--- src/rtl/mvm_relu_requant_if.sv ---
// ---------------------------------------------------------------------------
// mvm_relu_requant_if
// Stream bundle around the requantisation stage.
//   s_valid  : upstream word valid
//   s_ready  : stage can take a word this cycle
//   data_in  : signed 16-bit y element from the multiplier
//   m_valid  : data_out / m_last valid
//   m_ready  : downstream accepts this cycle
//   data_out : signed 8-bit result, always 0..127
//   m_last   : last element of a vector
// slave  = the requant block's view, master = the driver/consumer view.
// ---------------------------------------------------------------------------
interface mvm_relu_requant_if;
   logic               s_valid;
   logic               s_ready;
   logic signed [15:0] data_in;
   logic               m_valid;
   logic               m_ready;
   logic signed [7:0]  data_out;
   logic               m_last;

   modport slave (
      input  s_valid, data_in, m_ready,
      output s_ready, m_valid, data_out, m_last
   );

   modport master (
      output s_valid, data_in, m_ready,
      input  s_ready, m_valid, data_out, m_last
   );
endinterface

--- src/rtl/mvm_relu_requant.sv ---
// ---------------------------------------------------------------------------
// mvm_relu_requant
// Post-processing for the matrix-vector multiplier: rounding right shift,
// ReLU and saturation of each 16-bit y element to 0..127, tagged with a
// vector-boundary flag and buffered in a small FIFO so the output can feed
// the next layer's data_in directly.
//   clk   : single clock, rising edge
//   reset : synchronous, active-low
//   bus   : slave side of mvm_relu_requant_if (input and output streams)
// Parameters: SIZE elements per vector, SHIFT right-shift amount (1..14),
// DEPTH FIFO entries (power of two, >= 2).
// ---------------------------------------------------------------------------
module mvm_relu_requant #(
   parameter int SIZE  = 4,
   parameter int SHIFT = 4,
   parameter int DEPTH = 4
) (
   input  logic              clk,
   input  logic              reset,
   mvm_relu_requant_if.slave bus
);

   localparam int AW = $clog2(DEPTH);
   // one spare bit: occupancy adds the stage-1 valid on top of the FIFO count
   localparam int CW = $clog2(DEPTH + 1) + 1;
   localparam int IW = $clog2(SIZE);
   localparam logic signed [16:0] RND = 17'sd1 <<< (SHIFT - 1);

   // Round-half-up arithmetic shift; 17 bits so +RND on 0x7FFF cannot wrap.
   function automatic logic signed [16:0] round_shift(input logic signed [15:0] x);
      logic signed [16:0] t;
      t = $signed({x[15], x}) + RND;
      return t >>> SHIFT;
   endfunction

   // ReLU followed by saturation to the positive int8 range.
   function automatic logic [7:0] relu_sat(input logic signed [16:0] r);
      logic [7:0] res;
      if (r < 17'sd0) begin
         res = 8'd0;
      end else if (r > 17'sd127) begin
         res = 8'd127;
      end else begin
         res = r[7:0];
      end
      return res;
   endfunction

   logic            vld_p1_q, vld_p1_d;
   logic [7:0]      res_p1_q;
   logic            last_p1_q;
   logic [IW-1:0]   idx_q, idx_d;
   logic [AW-1:0]   wr_ptr_q, wr_ptr_d;
   logic [AW-1:0]   rd_ptr_q, rd_ptr_d;
   logic [CW-1:0]   cnt_q, cnt_d;
   logic [CW-1:0]   occ;
   logic [8:0]      mem_q [DEPTH];
   logic            in_fire, push, pop, idx_wrap, fifo_nempty;

   assign occ         = cnt_q + CW'(vld_p1_q);
   assign fifo_nempty = (cnt_q != '0);
   assign idx_wrap    = (idx_q == IW'(SIZE - 1));

   // Conservative ready: a pop in this same cycle does not open a slot.
   assign bus.s_ready  = reset && (occ < CW'(DEPTH));
   assign bus.m_valid  = fifo_nempty;
   assign bus.data_out = fifo_nempty ? $signed(mem_q[rd_ptr_q][7:0]) : 8'sd0;
   assign bus.m_last   = fifo_nempty ? mem_q[rd_ptr_q][8] : 1'b0;

   assign in_fire = bus.s_valid && bus.s_ready;
   // occ <= DEPTH guarantees a free FIFO slot whenever stage 1 holds a word
   assign push    = vld_p1_q;
   assign pop     = fifo_nempty && bus.m_ready;

   always_comb begin
      vld_p1_d = in_fire;
      idx_d    = idx_q;
      wr_ptr_d = wr_ptr_q;
      rd_ptr_d = rd_ptr_q;
      cnt_d    = cnt_q;
      if (in_fire) begin
         idx_d = idx_wrap ? '0 : idx_q + IW'(1);
      end
      if (push) begin
         wr_ptr_d = wr_ptr_q + AW'(1);
      end
      if (pop) begin
         rd_ptr_d = rd_ptr_q + AW'(1);
      end
      if (push && !pop) begin
         cnt_d = cnt_q + CW'(1);
      end else if (!push && pop) begin
         cnt_d = cnt_q - CW'(1);
      end
   end

   always_ff @(posedge clk) begin
      if (!reset) begin
         vld_p1_q <= 1'b0;
         idx_q    <= '0;
         wr_ptr_q <= '0;
         rd_ptr_q <= '0;
         cnt_q    <= '0;
      end else begin
         vld_p1_q <= vld_p1_d;
         idx_q    <= idx_d;
         wr_ptr_q <= wr_ptr_d;
         rd_ptr_q <= rd_ptr_d;
         cnt_q    <= cnt_d;
      end
   end

   // Stage 1: requantised result and its last tag
   always_ff @(posedge clk) begin
      if (in_fire) begin
         res_p1_q  <= relu_sat(round_shift(bus.data_in));
         last_p1_q <= idx_wrap;
      end
   end

   // Stage 2: FIFO storage, written the edge after stage-1 capture
   always_ff @(posedge clk) begin
      if (push) begin
         mem_q[wr_ptr_q] <= {last_p1_q, res_p1_q};
      end
   end

endmodule

--- src/flat_wrapper.sv ---
// flat-port wrapper written by rule: the top's interface ports become plain ports
module mvm_relu_requant_flat 
#(
   parameter int SIZE  = 4,
   parameter int SHIFT = 4,
   parameter int DEPTH = 4
)
  (clk, reset, bus_s_valid, bus_data_in, bus_m_ready, bus_s_ready, bus_m_valid, bus_data_out, bus_m_last);
  mvm_relu_requant_if bus_i ();
  input  logic clk;
  input  logic reset;
  input wire logic [$bits(bus_i.s_valid)-1:0] bus_s_valid;
  input wire logic [$bits(bus_i.data_in)-1:0] bus_data_in;
  input wire logic [$bits(bus_i.m_ready)-1:0] bus_m_ready;
  output wire logic [$bits(bus_i.s_ready)-1:0] bus_s_ready;
  output wire logic [$bits(bus_i.m_valid)-1:0] bus_m_valid;
  output wire logic [$bits(bus_i.data_out)-1:0] bus_data_out;
  output wire logic [$bits(bus_i.m_last)-1:0] bus_m_last;
  assign bus_i.s_valid = bus_s_valid;
  assign bus_i.data_in = bus_data_in;
  assign bus_i.m_ready = bus_m_ready;
  assign bus_s_ready = bus_i.s_ready;
  assign bus_m_valid = bus_i.m_valid;
  assign bus_data_out = bus_i.data_out;
  assign bus_m_last = bus_i.m_last;
  mvm_relu_requant #(.SIZE(SIZE), .SHIFT(SHIFT), .DEPTH(DEPTH)) u_core (.clk(clk), .reset(reset), .bus(bus_i));
endmodule
--- config.mk ---
export PLATFORM = sky130hd
export DESIGN_NAME = mvm_relu_requant_flat
export DESIGN_NICKNAME = d
export VERILOG_FILES = /design/src/rtl/mvm_relu_requant_if.sv /design/src/rtl/mvm_relu_requant.sv /design/src/flat_wrapper.sv
export SDC_FILE = /design/constraint.sdc
export NUM_CORES = 1
export LEC_CHECK = 0
export ABC_AREA = 1
export CAP_MARGIN = 25
export CORE_MARGIN = 5
export CORE_UTILIZATION = 59
export DETAILED_ROUTE_END_ITERATION = 16
export MAX_ROUTING_LAYER = met4
export PLACE_DENSITY = 0.8
export SYNTH_ARGS = -nofsm -noshare
export SYNTH_HDL_FRONTEND = slang
export SYNTH_SLANG_ARGS = --single-unit
--- constraint.sdc ---
create_clock -name clk -period 4.7 [get_ports clk]
set_input_delay 0.705 -clock clk [delete_from_list [all_inputs] [get_ports clk]]
set_output_delay 0.705 -clock clk [all_outputs]
set_load 0.005 [all_outputs]
==> reports/metrics.csv <==
stage,metric,value,unit
status,status,"finished, final reports clean",
placement,dp_hpwl,3490,µm
clock_tree,numCtsBuffers,9,
worst_setup_path,path_buf_inv,2,
power,peakVddDrop,316.0,µV
global_routing,grt_max_degree,20,
sta,rsz0062_at_grt,no,
drt,routed_wl,5126,µm
worst_setup_path,rr_worst_depth,15,
die,ioPinCount,31,
sta,setup_viol,0,
worst_setup_path,arrival,2.36,ns
clock_tree,clock-root-buffer,clkbuf_8,
run,drv_cap,0,
global_routing,antenna_found_initial,0,
worst_setup_path,r2r-end,u_core.cnt_q[3],
power,p_switching,0.5118,mW
synth,synth_fp_nets,312,
clock_tree,postCtsSetupBuffers,0,
global_routing,grt_pass1_vias,1930,
power,swShare,28.37,%
clock_tree,clockBufferDepth,2,
power,combPwrFrac,28.5,%
worst_setup_path,cp-start-kind,register,
sta,fin_setup_tns,0,ns
power,leakagePower,1.303,nW
drt,vias,1986,
synth,yosys_warnings,0,
sta,fin_crit,3.063,ns
clock_tree,h-tree-depth,3,
clock_tree,cts_tree,done,
cells_and_area,utilization,75.37,%
sta,timing.hold.ws,0.4765,ns
drt,drc,0,
die,coreArea,0.004444,mm²
sta,tightest_slew,0.6952,ns
synth,syn_area_per_cell,9.788,µm²
clock_tree,clock-sinks,58,
placement,place.gp.congestion,0.8708,
die,die_h,78.40,µm
die,rows,24,
placement,placed_area,0.003083,mm²
worst_hold_path,holdCritStartpoint,u_core.idx_q[1],
global_routing,gr-total-overflow,0,
cells_and_area,drive_above_1_share,11.84,%
die,initial_core_util,62.11,%
worst_setup_path,crit_type,register to output port,
clock_tree,clk_latency,0.33,ns
worst_setup_path,end_kind,output port,
power,p_int,1.292,mW
global_routing,grt_use_total,19.39,%
synth,synthCells,282,
placement,place_ws,1.790,ns
worst_hold_path,hold_class,register to register,
die,die_area,0.006146,mm²
clock_tree,hold_buffers,0,
sta,slew_viol_final,0,
die,die_w,78.40,µm
synth,syn_area,0.002760,mm²
cells_and_area,diodes,0,
drt,drtIter0Drc,193,
cells_and_area,areaGrowthSynthToFinish,21.35,%
drt,wl_per_cell,13.74,µm
sta,finalHoldViolations,0,
synth,yosysSeqAreaShare,58.39,%
sta,max_freq,326.4,MHz
worst_setup_path,crit_chain,inv_1 -> o21ai_0 -> a21oi_1 -> clkdlybuf4s50_1,
drt,avgViaCountPerCell,5.324,
worst_setup_path,r2r-start,u_core.cnt_q[2],
synth,synth-seq-cells,58,
drt,antenna_left,0,
power,seq_power_share,37.9,%
worst_setup_path,cp_top_family,buffers and inverters,
sta,finClkSkew,0.008278,ns
power,p_clk_share,33.6,%
sta,finalCritPeriodShare,65.18,%
clock_tree,ctsResizeCount,0,
cells_and_area,fin_nets,346,
worst_hold_path,holdPathStages,2,
drt,first_pass_iters,4,
global_routing,grt_pass1_wl,8825,µm
worst_setup_path,reg2reg_slack,2.22,ns
worst_setup_path,critical_path_required,3.99,ns
placement,port_buffers,27,
worst_setup_path,critPathMaxFanout,19,
worst_setup_path,crit_path_top_delay_cell,dfxtp_1,
power,p_per_area,538.6,mW/mm²
worst_setup_path,slowest_delay,0.77,ns
sta,maxSlewHeadroom,53.59,%
cells_and_area,design_area,0.003349,mm²
synth,ys_types,26,
worst_hold_path,hold_end,u_core.idx_q[1],
clock_tree,clk_pin_slew,0.06,ns
sta,fin_ws,1.637,ns
metal layers:
metal / vias to the layer above / track usage (%) / routed length (µm)
met5: - / - / 0
met4: 0 / 7.867 / 72
met3: 7 / 5.492 / 282
met2: 53 / 33.30 / 2612
met1: 924 / 21.27 / 2159
li1: 1002 / - / -
worst max-delay path by stage:
stage,from,to,cells after the start
after CTS,register,bus_data_out[5],4
after global routing,register,bus_data_out[2],4
final,register,bus_data_out[1],4
after floorplan,bus_m_ready,u_core.cnt_q[3],12
after detailed placement,bus_m_ready,u_core.cnt_q[3],13
after global placement,bus_m_ready,u_core.cnt_q[3],13
power by group through the flow:
stage                     Sequential [mW]  Combinational [mW]  Clock [mW]
after global placement              0.688               0.489           0
after CTS                           0.685               0.521       0.614
after detailed placement            0.695               0.512           0
after floorplan                     0.661               0.295           0
after global routing                0.694               0.574       0.639
final                               0.684               0.513       0.606
worst reg2reg max path: stages, from the launching register on:
cell and delay [ns]:
dfxtp_1 0.35, inv_1 0.07, nand2_1 0.09, nor3_1 0.06, buf_4 0.20, nor2_1 0.26, inv_1 0.08, ha_1 0.21
inv_1 0.14, ha_1 0.29, a21oi_1 0.13, nand2_1 0.08, a21oi_1 0.11, o21ai_0 0.11, o21ai_0 0.16, a21oi_1 0.05
kinds of logic after synthesis:
kind of cell	synth area share, %
simple gates	20.54
flops	58.39
compound gates	8.794
buf+inv	4.804
fa+ha+maj	4.805
xor+xnor	2.538
other cells	0.1359
cell type report:
type	instances	area, µm²
clock buffer	11	141.4
clock inverter	5	125.1
fill	298	1095
inverter	30	112.6
multi-input combinational	189	1016
sequential	58	1612
tap	52	65.06
timing repair buffer	28	277.8
cells in the final DEF, fill, tap and decap left out, drive strengths merged, types with 2 or more instances in the layout:
master         count
ha                 9
a21oi             21
nand2             38
clkdlybuf4s50     27
bufinv             4
edfxtp            45
inv               29
nand3              7
dfxtp             13
xnor2              4
nor2              69
o21ai             26
clkbuf            11
nand4              5
xor2               4
clkinv             2
registers in the layout, summed over array words and instances, names as in the netlist, named ones only:
name,count
u_core.cnt_q,4
u_core.idx_q,2
u_core.last_p1_q,1
u_core.mem_q,36
u_core.push,1
u_core.rd_ptr_q,2
u_core.res_p1_q,8
u_core.wr_ptr_q,2
synth_stat cells:
| library cell | count | area [µm²] |
|---|---|---|
| ha_1 | 9 | 112.6 |
| nand2_1 | 35 | 131.4 |
| buf_2 | 1 | 5.000 |
| fa_1 | 1 | 20.02 |
| inv_1 | 29 | 108.9 |
| clkbuf_1 | 3 | 11.26 |
| nand3_4 | 1 | 17.52 |
| xor2_1 | 4 | 35.03 |
| xnor2_1 | 4 | 35.03 |
| nor2_2 | 15 | 93.84 |
| nor2_1 | 51 | 191.4 |
| nand3_1 | 6 | 30.03 |
| nor3_1 | 1 | 5.000 |
| nand3b_1 | 1 | 7.510 |
| nor2_4 | 3 | 33.78 |
| nand2_2 | 3 | 18.77 |
| nand4_1 | 5 | 31.28 |
| o21ai_0 | 26 | 130.1 |
| clkinv_1 | 1 | 3.750 |
| a21oi_1 | 21 | 105.1 |
| and3_1 | 1 | 6.260 |
| edfxtp_1 | 45 | 1351 |
| conb_1 | 1 | 3.750 |
| buf_1 | 1 | 3.750 |
| o21bai_1 | 1 | 7.510 |
| dfxtp_1 | 13 | 260.3 |
through the flow:
step                      std cells  power [mW]
after detailed placement        357       1.207
after CTS                       373       1.820
final                           373       1.804
after global placement          357       1.178
after global routing            373       1.907
after floorplan                 282      0.9563
Note: power is estimated with default switching activity, not from simulation.
